`src/rtl/cp0_timer_pkg.sv`:
```
// cp0_timer_pkg: shared definitions for the CP0 countdown timer.
//   - register word addresses (addr = byte address bits [3:2])
//   - CTRL register layout, mode encodings, FSM state type
package cp0_timer_pkg;

   localparam logic [1:0] TMR_CTRL   = 2'd0;
   localparam logic [1:0] TMR_PRESET = 2'd1;
   localparam logic [1:0] TMR_COUNT  = 2'd2;
   localparam logic [1:0] TMR_RSVD   = 2'd3;

   // MODE 2/3 are not special: anything other than MODE_RELOAD is one-shot.
   localparam logic [1:0] MODE_ONESHOT = 2'd0;
   localparam logic [1:0] MODE_RELOAD  = 2'd1;

   // CTRL bit layout: [3] IM, [2:1] MODE, [0] EN.
   typedef struct packed {
      logic       im;
      logic [1:0] mode;
      logic       en;
   } type_TMR_CTRL;

   typedef enum logic [1:0] {
      ST_IDLE = 2'd0,
      ST_LOAD = 2'd1,
      ST_CNT  = 2'd2,
      ST_INT  = 2'd3
   } type_TMR_STATE;

endpackage

```
`src/rtl/cp0_timer.sv`:
```
// cp0_timer: programmable 32-bit countdown timer feeding one CP0 HWInt line.
// Ports:
//   clk, rst_n        clock, asynchronous active-low reset
//   addr[1:0]         register select (CTRL, PRESET, COUNT, reserved)
//   we, wdata[31:0]   single-cycle register write
//   rdata[31:0]       combinational read of the selected register
//   irq               registered interrupt request (pending & IM)
//   dbg_state_o       current FSM state, for observation only
// Bus handshake: there is no back-pressure; a write is taken on every rising
// edge where we=1, and rdata always reflects the registers after the last edge.
module cp0_timer
   import cp0_timer_pkg::*;
#(
   parameter logic [31:0] RELOAD_MIN = 32'd1
) (
   input  logic          clk,
   input  logic          rst_n,
   input  logic [1:0]    addr,
   input  logic          we,
   input  logic [31:0]   wdata,
   output logic [31:0]   rdata,
   output logic          irq,
   output type_TMR_STATE dbg_state_o
);

   type_TMR_CTRL  ctrl_q,   ctrl_d;
   logic [31:0]   preset_q, preset_d;
   logic [31:0]   count_q,  count_d;
   type_TMR_STATE state_q,  state_d;
   logic          pend_q,   pend_d;
   logic          pulse_q,  pulse_d;   // pend_q was set by an auto-reload INT
   logic          irq_q;

   logic        wr_ctrl;
   logic        wr_preset;
   logic [31:0] reload_val;

   assign wr_ctrl    = we && (addr == TMR_CTRL);
   assign wr_preset  = we && (addr == TMR_PRESET);
   assign reload_val = (preset_q < RELOAD_MIN) ? RELOAD_MIN : preset_q;

   always_comb begin
      ctrl_d   = wr_ctrl   ? type_TMR_CTRL'(wdata[3:0]) : ctrl_q;
      preset_d = wr_preset ? wdata : preset_q;
      count_d  = count_q;
      state_d  = state_q;
      pulse_d  = 1'b0;
      pend_d   = pend_q;
      // Clears are applied first so that an INT set below overrides them.
      if (wr_ctrl || wr_preset || pulse_q) begin
         pend_d = 1'b0;
      end

      case (state_q)
         ST_IDLE: begin
            if (ctrl_q.en) begin
               state_d = ST_LOAD;
            end
         end
         ST_LOAD: begin
            count_d = reload_val;
            state_d = ST_CNT;
         end
         ST_CNT: begin
            if (!ctrl_q.en) begin
               state_d = ST_IDLE;
            end else if (count_q > 32'd1) begin
               count_d = count_q - 32'd1;
            end else begin
               count_d = 32'd0;
               state_d = ST_INT;
            end
         end
         ST_INT: begin
            pend_d = 1'b1;
            if (ctrl_q.mode == MODE_RELOAD) begin
               pulse_d = 1'b1;
               // A same-cycle CTRL write with EN=0 stops the reload.
               state_d = ctrl_d.en ? ST_LOAD : ST_IDLE;
            end else begin
               state_d = ST_IDLE;
               // A same-cycle CTRL write keeps the value the CPU wrote.
               if (!wr_ctrl) begin
                  ctrl_d.en = 1'b0;
               end
            end
         end
         default: state_d = ST_IDLE;
      endcase
   end

   always_ff @(posedge clk or negedge rst_n) begin
      if (!rst_n) begin
         ctrl_q   <= '0;
         preset_q <= '0;
         count_q  <= '0;
         state_q  <= ST_IDLE;
         pend_q   <= 1'b0;
         pulse_q  <= 1'b0;
         irq_q    <= 1'b0;
      end else begin
         ctrl_q   <= ctrl_d;
         preset_q <= preset_d;
         count_q  <= count_d;
         state_q  <= state_d;
         pend_q   <= pend_d;
         pulse_q  <= pulse_d;
         // Built from next-state values so irq rises on the same edge as pending.
         irq_q    <= pend_d & ctrl_d.im;
      end
   end

   always_comb begin
      case (addr)
         TMR_CTRL:   rdata = {28'd0, ctrl_q};
         TMR_PRESET: rdata = preset_q;
         TMR_COUNT:  rdata = count_q;
         default:    rdata = 32'd0;
      endcase
   end

   assign irq         = irq_q;
   assign dbg_state_o = state_q;

endmodule

```
`config.mk`:
```
export PLATFORM = sky130hd
export DESIGN_NAME = cp0_timer
export DESIGN_NICKNAME = d
export VERILOG_FILES = /design/src/rtl/cp0_timer_pkg.sv /design/src/rtl/cp0_timer.sv
export SDC_FILE = /design/constraint.sdc
export NUM_CORES = 1
export LEC_CHECK = 0
export ABC_AREA = 1
export BUFFER_PORTS_ARGS = -buffer_cell sky130_fd_sc_hd__buf_2
export CAP_MARGIN = 20
export CORE_MARGIN = 5
export CORE_UTILIZATION = 57
export CTS_BUF_LIST = sky130_fd_sc_hd__clkbuf_4 sky130_fd_sc_hd__clkbuf_8 sky130_fd_sc_hd__clkbuf_16
export CTS_CLUSTER_SIZE = 24
export DETAILED_ROUTE_END_ITERATION = 16
export PLACE_DENSITY = 0.85
export SYNTH_ARGS = -nofsm -noshare
export SYNTH_HDL_FRONTEND = slang
export SYNTH_SLANG_ARGS = --single-unit
```
`constraint.sdc`:
```
create_clock -name clk -period 2.15 [get_ports clk]
set_input_delay 0.43 -clock clk [delete_from_list [all_inputs] [get_ports clk]]
set_output_delay 0.43 -clock clk [all_outputs]
set_load 0.01 [all_outputs]
```
==> results of run 1 <==
area by class of cell:
| type | count | area [um2] | area share (%) |
|---|---|---|---|
| multi-input combinational | 479 | 2330 | 44.4 |
| sequential | 73 | 1830 | 34.8 |
| timing repair buffer | 81 | 455 | 8.69 |
| inverter | 83 | 312 | 5.94 |
| tap | 102 | 128 | 2.43 |
| clock buffer | 9 | 124 | 2.36 |
| clock inverter | 7 | 68.8 | 1.31 |
power by group:
part / internal (mW) / total (mW) / switching (mW) / leakage (nW)
Sequential: 1.82 / 2.38 / 0.553 / 0.851
Clock: 0.533 / 1.10 / 0.565 / 0.0954
Combinational: 1.06 / 3.09 / 2.03 / 1.83
cell usage after synthesis:
cell type	n
o21ai_4	1
a21oi_1	33
o221ai_1	3
nand4_1	13
o21ai_0	27
nor3_1	1
ha_1	2
buf_2	4
nand3_4	1
o21ai_1	10
inv_1	82
o211ai_1	1
a22oi_1	1
inv_2	1
nand2_1	212
xnor2_1	1
nor2_4	5
o22ai_1	26
mux2_2	1
nand3_1	17
clkbuf_1	13
nor2_2	11
buf_6	2
a31oi_1	1
nand2_2	6
nand3_2	2
nor2_8	4
dfrtp_1	73
nand2_4	1
nor2_1	84
xor2_1	15
buf_1	4
metal layers:
layer	vias to the layer above	part of all wire, %
met5	-	0
met2	192	48
li1	2220	-
met1	2199	42
met3	22	7.3
met4	0	2.1
sequential cells by signal, summed over array words and instances, names as in the netlist:
name	count
count_q	32
preset_q	32
ctrl_q	4
dbg_state_o	2
irq	1
pend_q	1
pulse_q	1
cells by family after synthesis:
logic type | Yosys count | share of synthesized area [%]
xor+xnor | 16 | 3.07
buf+inv | 106 | 9.14
mux | 1 | 0.246
flops | 73 | 40.0
simple gates | 357 | 34.4
compound gates | 103 | 12.6
fa+ha+maj | 2 | 0.547
final timing paths:
check / endpoint / slack [ns] / cells past startpoint
max in group asynchronous: preset_q[25]$_DFFE_PN0P_ / 1.76 / 2
min reg2reg: ctrl_q[1]$_DFFE_PN0P_ / 0.50 / 2
min in group clk: preset_q[20]$_DFFE_PN0P_ / 0.31 / 3
max: count_q[21]$_DFFE_PN0P_ / 0.16 / 9
max reg2reg: count_q[21]$_DFFE_PN0P_ / 0.16 / 9
min: preset_q[17]$_DFFE_PN0P_ / 0.09 / 2
per-stage QoR:
stage	instance area, um2	total power, mW
global route	5240	7.07
CTS	5240	6.53
global placement	5050	5.27
finish	5240	6.57
floorplan	4570	4.53
detailed placement	5050	5.42
==> out/results.txt, run 1 <==
outcome: complete, no violations
final setup violation count: 0
Max stage delay cell, worst path: o21ai_4
IO Port Bufs: 71
DR pass1 iterations: 5
die footprint: 9910 um2
drt total wl: 12600 um
synthesized area: 4570 um2
M2 GR Usage: 43.8%
Starting Density: 58.9%
Reg-to-Reg Start: count_q[1]$_DFFE_PN0P_
I/O pins: 72
Most Crowded Layer GR: met2
setup bufs post-CTS: 0
fmax: 503 MHz
Yosys warning count: 0
worst-path maximum fanout: 16
critical path startpoint category: flop
total negative slack: 0 ns
critical path class: reg2reg
GPL Wtd Cong: 0.927
Final min period: 1.99 ns
Buf+Inv Stages, Crit Path: 1
gr usage total: 26.2%
area leader, netlist: dfrtp_1
Synth top area share: 40.0%
GR Overflow Total: 0
DRT iter0 DRCs: 268
Lkg Pwr: 2.78 nW
Net count, final: 766
share of layout cells above drive strength 1: 17.9%
synth unique cells: 32
max_cap viols: 0
CTS buffer count: 9
Yosys reg bits: 73
GR Util met3: 4.77%
final cell count without fillers: 834
worst-path cell chain: inv_1, ha_1, nand2_4, nor2_8, nor2_8, o21ai_4, o21ai_0, nand2_1, nand2_1
CTS tree: built
normalized max-slew margin: 62.7%
Clock Path Buffers: 2
Synth Area per Inst: 6.95 um2
RSZ-0062 raised after global routing: false
Critical Path RT: 2.41 ns
VDD IR-drop max: 0.594 mV
vias in the first global route: 4458
die width: 99.6 um
synth-to-layout area growth: 14.7%
vias: 4633
commonest non-fill, non-tap cell in the layout: nand2_1
worst-margin pin slew: 0.559 ns
hold violation count in the final report: 0
Hold Buf Count CTS: 0
crit path from: count_q[1]$_DFFE_PN0P_
fin. max-slew vios: 0
diodes inserted: 0
ranking of synthesized cells by area: dfrtp_1 (40%), nand2_1 (17%), nor2_1 (6.9%), inv_1 (6.7%), a21oi_1 (3.6%)
antenna violations before repair: 0
largest net degree at the start of global routing: 74
wire per inst: 15.1 um
sequential share of the synthesized area: 40.0%
most frequent cells in the layout: nand2_1 (211), nor2_1 (84), inv_1 (82)
crit path DAT: 2.25 ns
DP Worst Slack: 0.193 ns
H-tree lvl count: 3
global-route wire length before repair: 21000 um
antenna viol nets, final: 0
period utilization: 92.6%
Power Density: 1250 nW/um2
DP Wirelength: 9010 um
M1 GR Usage: 33.9%
Clock Latency Late Sink: 0.36 ns
worst hold path type: in2async
core area: 7770 um2
Num Clock Sinks: 73
Worst Setup End Kind: flop
Die H: 99.6 um
delay-heaviest family, CP: compound AO/OA/AOI/OAI gates
DP Cell Count: 818
Rows: 32
Post-CTS Resized: 0
skew final: 0.0129 ns
drt drc: 0
cells after synthesis: 658
clock root buffer: clkbuf_8
Hold WS: 0.0879 ns
Post-Route Utilization: 67.5%
Worst-path clk slew: 0.08 ns
CP max stage delay: 0.43 ns
slack of the critical path: 0.160 ns
FILL cells: 673
via density per instance: 5.56
Syn Nets: 697
(Power assumes the default switching activity.)
==> run 2: changes to the inputs <==
Settings changed: MAX_ROUTING_LAYER set to met4, RECOVER_POWER set to 50.
==> out/results.txt, run 2 (synthesized netlist as in run 1, its figures left out) <==
skew final: 0.0109 ns (was 0.0129 ns)
top flop regs: count_q (32), preset_q (32), ctrl_q (4) (unchanged)
commonest non-fill, non-tap cell in the layout: nand2_1 (unchanged)
Net count, final: 766 (unchanged)
critical path class: reg2reg (unchanged)
Power Density: 1280 nW/um2 (was 1250 nW/um2)
Final min period: 1.97 ns (was 1.99 ns)
Lkg Pwr: 2.78 nW (about the same)
Critical Path RT: 2.39 ns (was 2.41 ns)
GPL Wtd Cong: 0.955 (was 0.927)
worst-margin pin slew: 1.66 ns (was 0.559 ns)
vias in the first global route: 4401 (was 4458)
CTS tree: built (unchanged)
Highest Signal Layer: met4 (unchanged)
DRT iter0 DRCs: 320 (was 268)
antenna viol nets, final: 0 (unchanged)
period utilization: 91.9% (was 92.6%)
drt total wl: 12500 um (was 12600 um)
Clock Latency Late Sink: 0.35 ns (was 0.36 ns)
diodes inserted: 0 (unchanged)
most frequent cells in the layout: nand2_1 (212), nor2_1 (84), inv_1 (82) (was nand2_1 (211), nor2_1 (84), inv_1 (82))
clock root buffer: clkbuf_8 (unchanged)
total negative slack: 0 ns (unchanged)
fin. max-slew vios: 74 (was 0)
DP Wirelength: 8920 um (was 9010 um)
final cell count without fillers: 834 (unchanged)
Rows: 32 (unchanged)
VDD IR-drop max: 0.599 mV (was 0.594 mV)
fmax: 506 MHz (was 503 MHz)
Area after DPL: 5050 um2 (unchanged)
Worst-path clk slew: 0.09 ns (was 0.08 ns)
Design Area, Final: 5270 um2 (was 5240 um2)
Die H: 99.6 um (unchanged)
violated checks: max-capacitance violations, max-slew violations
GR Overflow Total: 0 (unchanged)
Post-CTS Resized: 0 (unchanged)
largest net degree at the start of global routing: 74 (unchanged)
crit path DAT: 2.22 ns (was 2.25 ns)
M1 wire length: 5390 um (was 5330 um)
die width: 99.6 um (unchanged)
Clock Path Buffers: 2 (unchanged)
IO Port Bufs: 71 (unchanged)
drt drc: 0 (unchanged)
synth-to-layout area growth: 15.2% (was 14.7%)
via density per instance: 5.45 (was 5.56)
setup bufs post-CTS: 0 (unchanged)
core area: 7770 um2 (unchanged)
CTS buffer count: 9 (unchanged)
max_cap viols: 1 (was 0)
Num Clock Sinks: 73 (unchanged)
die footprint: 9910 um2 (unchanged)
wire per inst: 15.0 um (was 15.1 um)
DR pass1 iterations: 7 (was 5)
Starting Density: 58.9% (unchanged)
final setup violation count: 0 (unchanged)
I/O pins: 72 (unchanged)
antenna violations before repair: 0 (unchanged)
share of layout cells above drive strength 1: 17.3% (was 17.9%)
hold violation count in the final report: 0 (unchanged)
global-route wire length before repair: 20900 um (was 21000 um)
gr usage total: 27.0% (was 26.2%)
normalized max-slew margin: -10.5% (was 62.7%)
worst-path maximum fanout: 16 (unchanged)
routed wl met3: 914 um (was 916 um)
H-tree lvl count: 3 (unchanged)
critical path startpoint category: flop (unchanged)
RSZ-0062 raised after global routing: false (unchanged)
Worst Setup End Kind: flop (unchanged)
worst hold path type: in2reg (was in2async)
DP Cell Count: 818 (unchanged)
outcome: complete, but fails checks (was complete, no violations)
Hold Buf Count CTS: 0 (unchanged)
vias: 4547 (was 4633)
metal2 WL: 5990 um (was 6100 um)
[run 2: cell types whose count changed in the layout (fill, tap and decap cells not counted)]
cell	change
inv_6	-1
nand2_2	-1
buf_4	-2
clkinv_2	-2
nand2_1	+1
buf_12	-1
bufinv_16	+2
clkbuf_1	+3
clkinv_4	+1
[run 2: layer usage]
layer	up-vias	track usage (%)
li1	2216	-
met1	2088	34.7
met2	218	43.8
met3	25	4.77
met4	0	8.30
met5	-	-
[run 2: stage by stage]
step                      hold slack [ns]  setup slack, ns  utilization [%]  power [mW]
after floorplan                     0.134            0.360                -        4.53
after global placement              0.464            0.280             65.0        5.27
after detailed placement            0.467            0.189             65.0        5.39
after CTS                           0.116            0.163             68.2        6.74
after global routing                0.310           0.0219             67.8        7.30
final                               0.323            0.175             67.8        6.75
[run 2: worst paths after layout]
path                                             to  slack (ns)                   start  depth (start not counted)
max in group asynchronous  preset_q[19]$_DFFE_PN0P_        0.55                   rst_n                          2
min in group asynchronous  preset_q[17]$_DFFE_PN0P_        0.58                   rst_n                          2
hold / removal              preset_q[3]$_DFFE_PN0P_        0.32                wdata[3]                          2
hold reg to reg               ctrl_q[1]$_DFFE_PN0P_        0.50   ctrl_q[1]$_DFFE_PN0P_                          2
setup / recovery             count_q[6]$_DFFE_PN0P_        0.18  count_q[0]$_DFFE_PN0P_                          9
setup reg to reg             count_q[6]$_DFFE_PN0P_        0.18  count_q[0]$_DFFE_PN0P_                          9
[run 2: layout make-up]
| type | instances | area [um2] |
|---|---|---|
| clock inverters | 7 | 119 |
| inverters | 83 | 312 |
| clock buffers | 9 | 124 |
| repair buffers | 81 | 432 |
| multi-input cells | 479 | 2330 |
| well taps | 102 | 128 |
| fillers | 661 | 2500 |
| flip-flops and latches | 73 | 1830 |
[run 2: worst max-delay path: stages, from the launching register on]
cell,delay (ns)
dfrtp_1,0.40
inv_1,0.13
ha_1,0.25
nand2_4,0.11
nor2_8,0.20
nor2_8,0.08
o21ai_4,0.41
o21ai_0,0.16
nand2_1,0.09
nand2_1,0.04
[run 2: report_power, final]
group / leakage [nW] / internal (mW) / switching [mW]
logic: 1.82 / 1.06 / 2.00
clock network: 0.115 / 0.771 / 0.563
registers: 0.851 / 1.82 / 0.536
==> run 3: changes to the inputs <==
Settings changed: REMOVE_ABC_BUFFERS set to 1.
==> out/results.txt, run 3 (synthesized netlist as in run 1, its figures left out) <==
worst-path maximum fanout: 16 (unchanged)
largest net degree at the start of global routing: 31 (was 74)
slack of the critical path: 0.165 ns (was 0.175 ns)
drt total wl: 12700 um (was 12500 um)
drt drc: 0 (unchanged)
IO Port Bufs: 71 (unchanged)
worst hold path type: in2reg (unchanged)
antenna violations before repair: 0 (unchanged)
setup bufs post-CTS: 0 (unchanged)
Worst-path clk slew: 0.08 ns (was 0.09 ns)
critical path class: reg2reg (unchanged)
synth-to-layout area growth: 14.6% (was 15.2%)
share of layout cells above drive strength 1: 17.2% (was 17.3%)
Net count, final: 768 (was 766)
Worst Setup End Kind: flop (unchanged)
skew final: 0.0127 ns (was 0.0109 ns)
DP Wirelength: 9270 um (was 8920 um)
Hold WS: 0.307 ns (was 0.323 ns)
clock root buffer: clkbuf_8 (unchanged)
worst-margin pin slew: 1.27 ns (was 1.66 ns)
fin. max-slew vios: 0 (was 74)
Die H: 99.6 um (unchanged)
Starting Density: 58.9% (unchanged)
period utilization: 92.3% (was 91.9%)
top flop regs: count_q (32), preset_q (32), ctrl_q (4) (unchanged)
DR pass1 iterations: 5 (was 7)
normalized max-slew margin: 15.5% (was -10.5%)
Max stage delay cell, worst path: o21ai_4 (unchanged)
total negative slack: 0 ns (unchanged)
Critical Path RT: 2.41 ns (was 2.39 ns)
commonest non-fill, non-tap cell in the layout: nand2_1 (unchanged)
vias: 4594 (was 4547)
Power Density: 1270 nW/um2 (was 1280 nW/um2)
most frequent cells in the layout: nand2_1 (213), nor2_1 (84), inv_1 (82) (was nand2_1 (212), nor2_1 (84), inv_1 (82))
via density per instance: 5.50 (was 5.45)
outcome: complete, no violations (was complete, but fails checks)
Lkg Pwr: 2.78 nW (about the same)
Rows: 32 (unchanged)
antenna viol nets, final: 0 (unchanged)
DP Cell Count: 820 (was 818)
vias in the first global route: 4607 (was 4401)
worst-path cell chain: inv_1, ha_1, nand2_4, nor2_8, nor2_8, o21ai_4, o21ai_0, nand2_1, nand2_1 (unchanged)
Post-CTS Resized: 0 (unchanged)
Clock Latency Late Sink: 0.36 ns (was 0.35 ns)
die footprint: 9910 um2 (unchanged)
I/O pins: 72 (unchanged)
final cell count without fillers: 836 (was 834)
wire per inst: 15.2 um (was 15.0 um)
H-tree lvl count: 3 (unchanged)
CTS buffer count: 9 (unchanged)
Num Clock Sinks: 73 (unchanged)
Hold Buf Count CTS: 0 (unchanged)
total power: 6.67 mW (was 6.75 mW)
RSZ-0062 raised after global routing: false (unchanged)
die width: 99.6 um (unchanged)
Clock Path Buffers: 2 (unchanged)
final setup violation count: 0 (unchanged)
CP max stage delay: 0.42 ns (was 0.41 ns)
GR Overflow Total: 0 (unchanged)
fmax: 504 MHz (was 506 MHz)
VDD IR-drop max: 0.658 mV (was 0.599 mV)
GPL Wtd Cong: 0.932 (was 0.955)
crit path DAT: 2.24 ns (was 2.22 ns)
CTS tree: built (unchanged)
DRT iter0 DRCs: 283 (was 320)
FILL cells: 700 (was 661)
core area: 7770 um2 (unchanged)
max_cap viols: 0 (was 1)
Final min period: 1.99 ns (was 1.97 ns)
diodes inserted: 0 (unchanged)
hold violation count in the final report: 0 (unchanged)
global-route wire length before repair: 21400 um (was 20900 um)
DP Worst Slack: 0.172 ns (was 0.189 ns)
critical path startpoint category: flop (unchanged)
gr usage total: 27.5% (was 27.0%)
## run 3: changes by cell type in the layout (fill, tap and decap cells not counted), sizes merged
cell      delta
buf          -4
bufinv       -1
clkbuf       +7
clkinvlp     -1
inv          +1
## run 3: area by class of cell
type	count	area [um2]	area share, %
clock inverters	6	90.1	1.72
well taps	102	128	2.44
inverters	83	312	5.95
multi-input cells	479	2320	44.4
repair buffers	83	427	8.14
clock buffers	10	131	2.51
flip-flops and latches	73	1830	34.9
## run 3: power by group
part,internal [mW],switching (mW),leakage [nW]
registers,1.82,0.555,0.851
logic,1.04,2.03,1.82
clock network,0.670,0.554,0.110
## run 3: path summary, 6_finish.rpt
path                                              from                        to  slack [ns]  cells after the start
worst max-delay path            count_q[0]$_DFFE_PN0P_    count_q[3]$_DFFE_PN0P_        0.16                      9
worst min-delay path                          wdata[3]   preset_q[3]$_DFFE_PN0P_        0.31                      2
worst max register to register  count_q[0]$_DFFE_PN0P_    count_q[3]$_DFFE_PN0P_        0.16                      9
worst min register to register   ctrl_q[1]$_DFFE_PN0P_     ctrl_q[1]$_DFFE_PN0P_        0.49                      2
max in group asynchronous                        rst_n   count_q[12]$_DFFE_PN0P_        0.48                      2
min in group asynchronous                        rst_n  preset_q[17]$_DFFE_PN0P_        0.32                      1
## run 3: critical path: cells and delay by family (launching register included)
family	cells	cell delay (ns)
AND/OR/NAND/NOR	5	0.52
adder cells (fa/ha/maj)	1	0.24
AO/OA/AOI/OAI	2	0.58
buffers and inverters	1	0.12
flip-flops	1	0.41
## run 3: layer usage
layer  part of all wire, %  GRT usage [%]  up-vias
met4                   2.4           10.5        0
met2                    49           44.2      197
met5                     0              -        -
met3                   6.6           5.47       32
met1                    42           34.3     2146
li1                      -              -     2219
## run 3: metrics by stage
stage	instance area (um2)	utilization [%]
6_report	5240	67.4
5_1_grt	5240	67.4
4_1_cts	5290	68.1
3_5_place_dp	5070	65.2
3_3_place_gp	5070	65.2
2_1_floorplan	4470	-
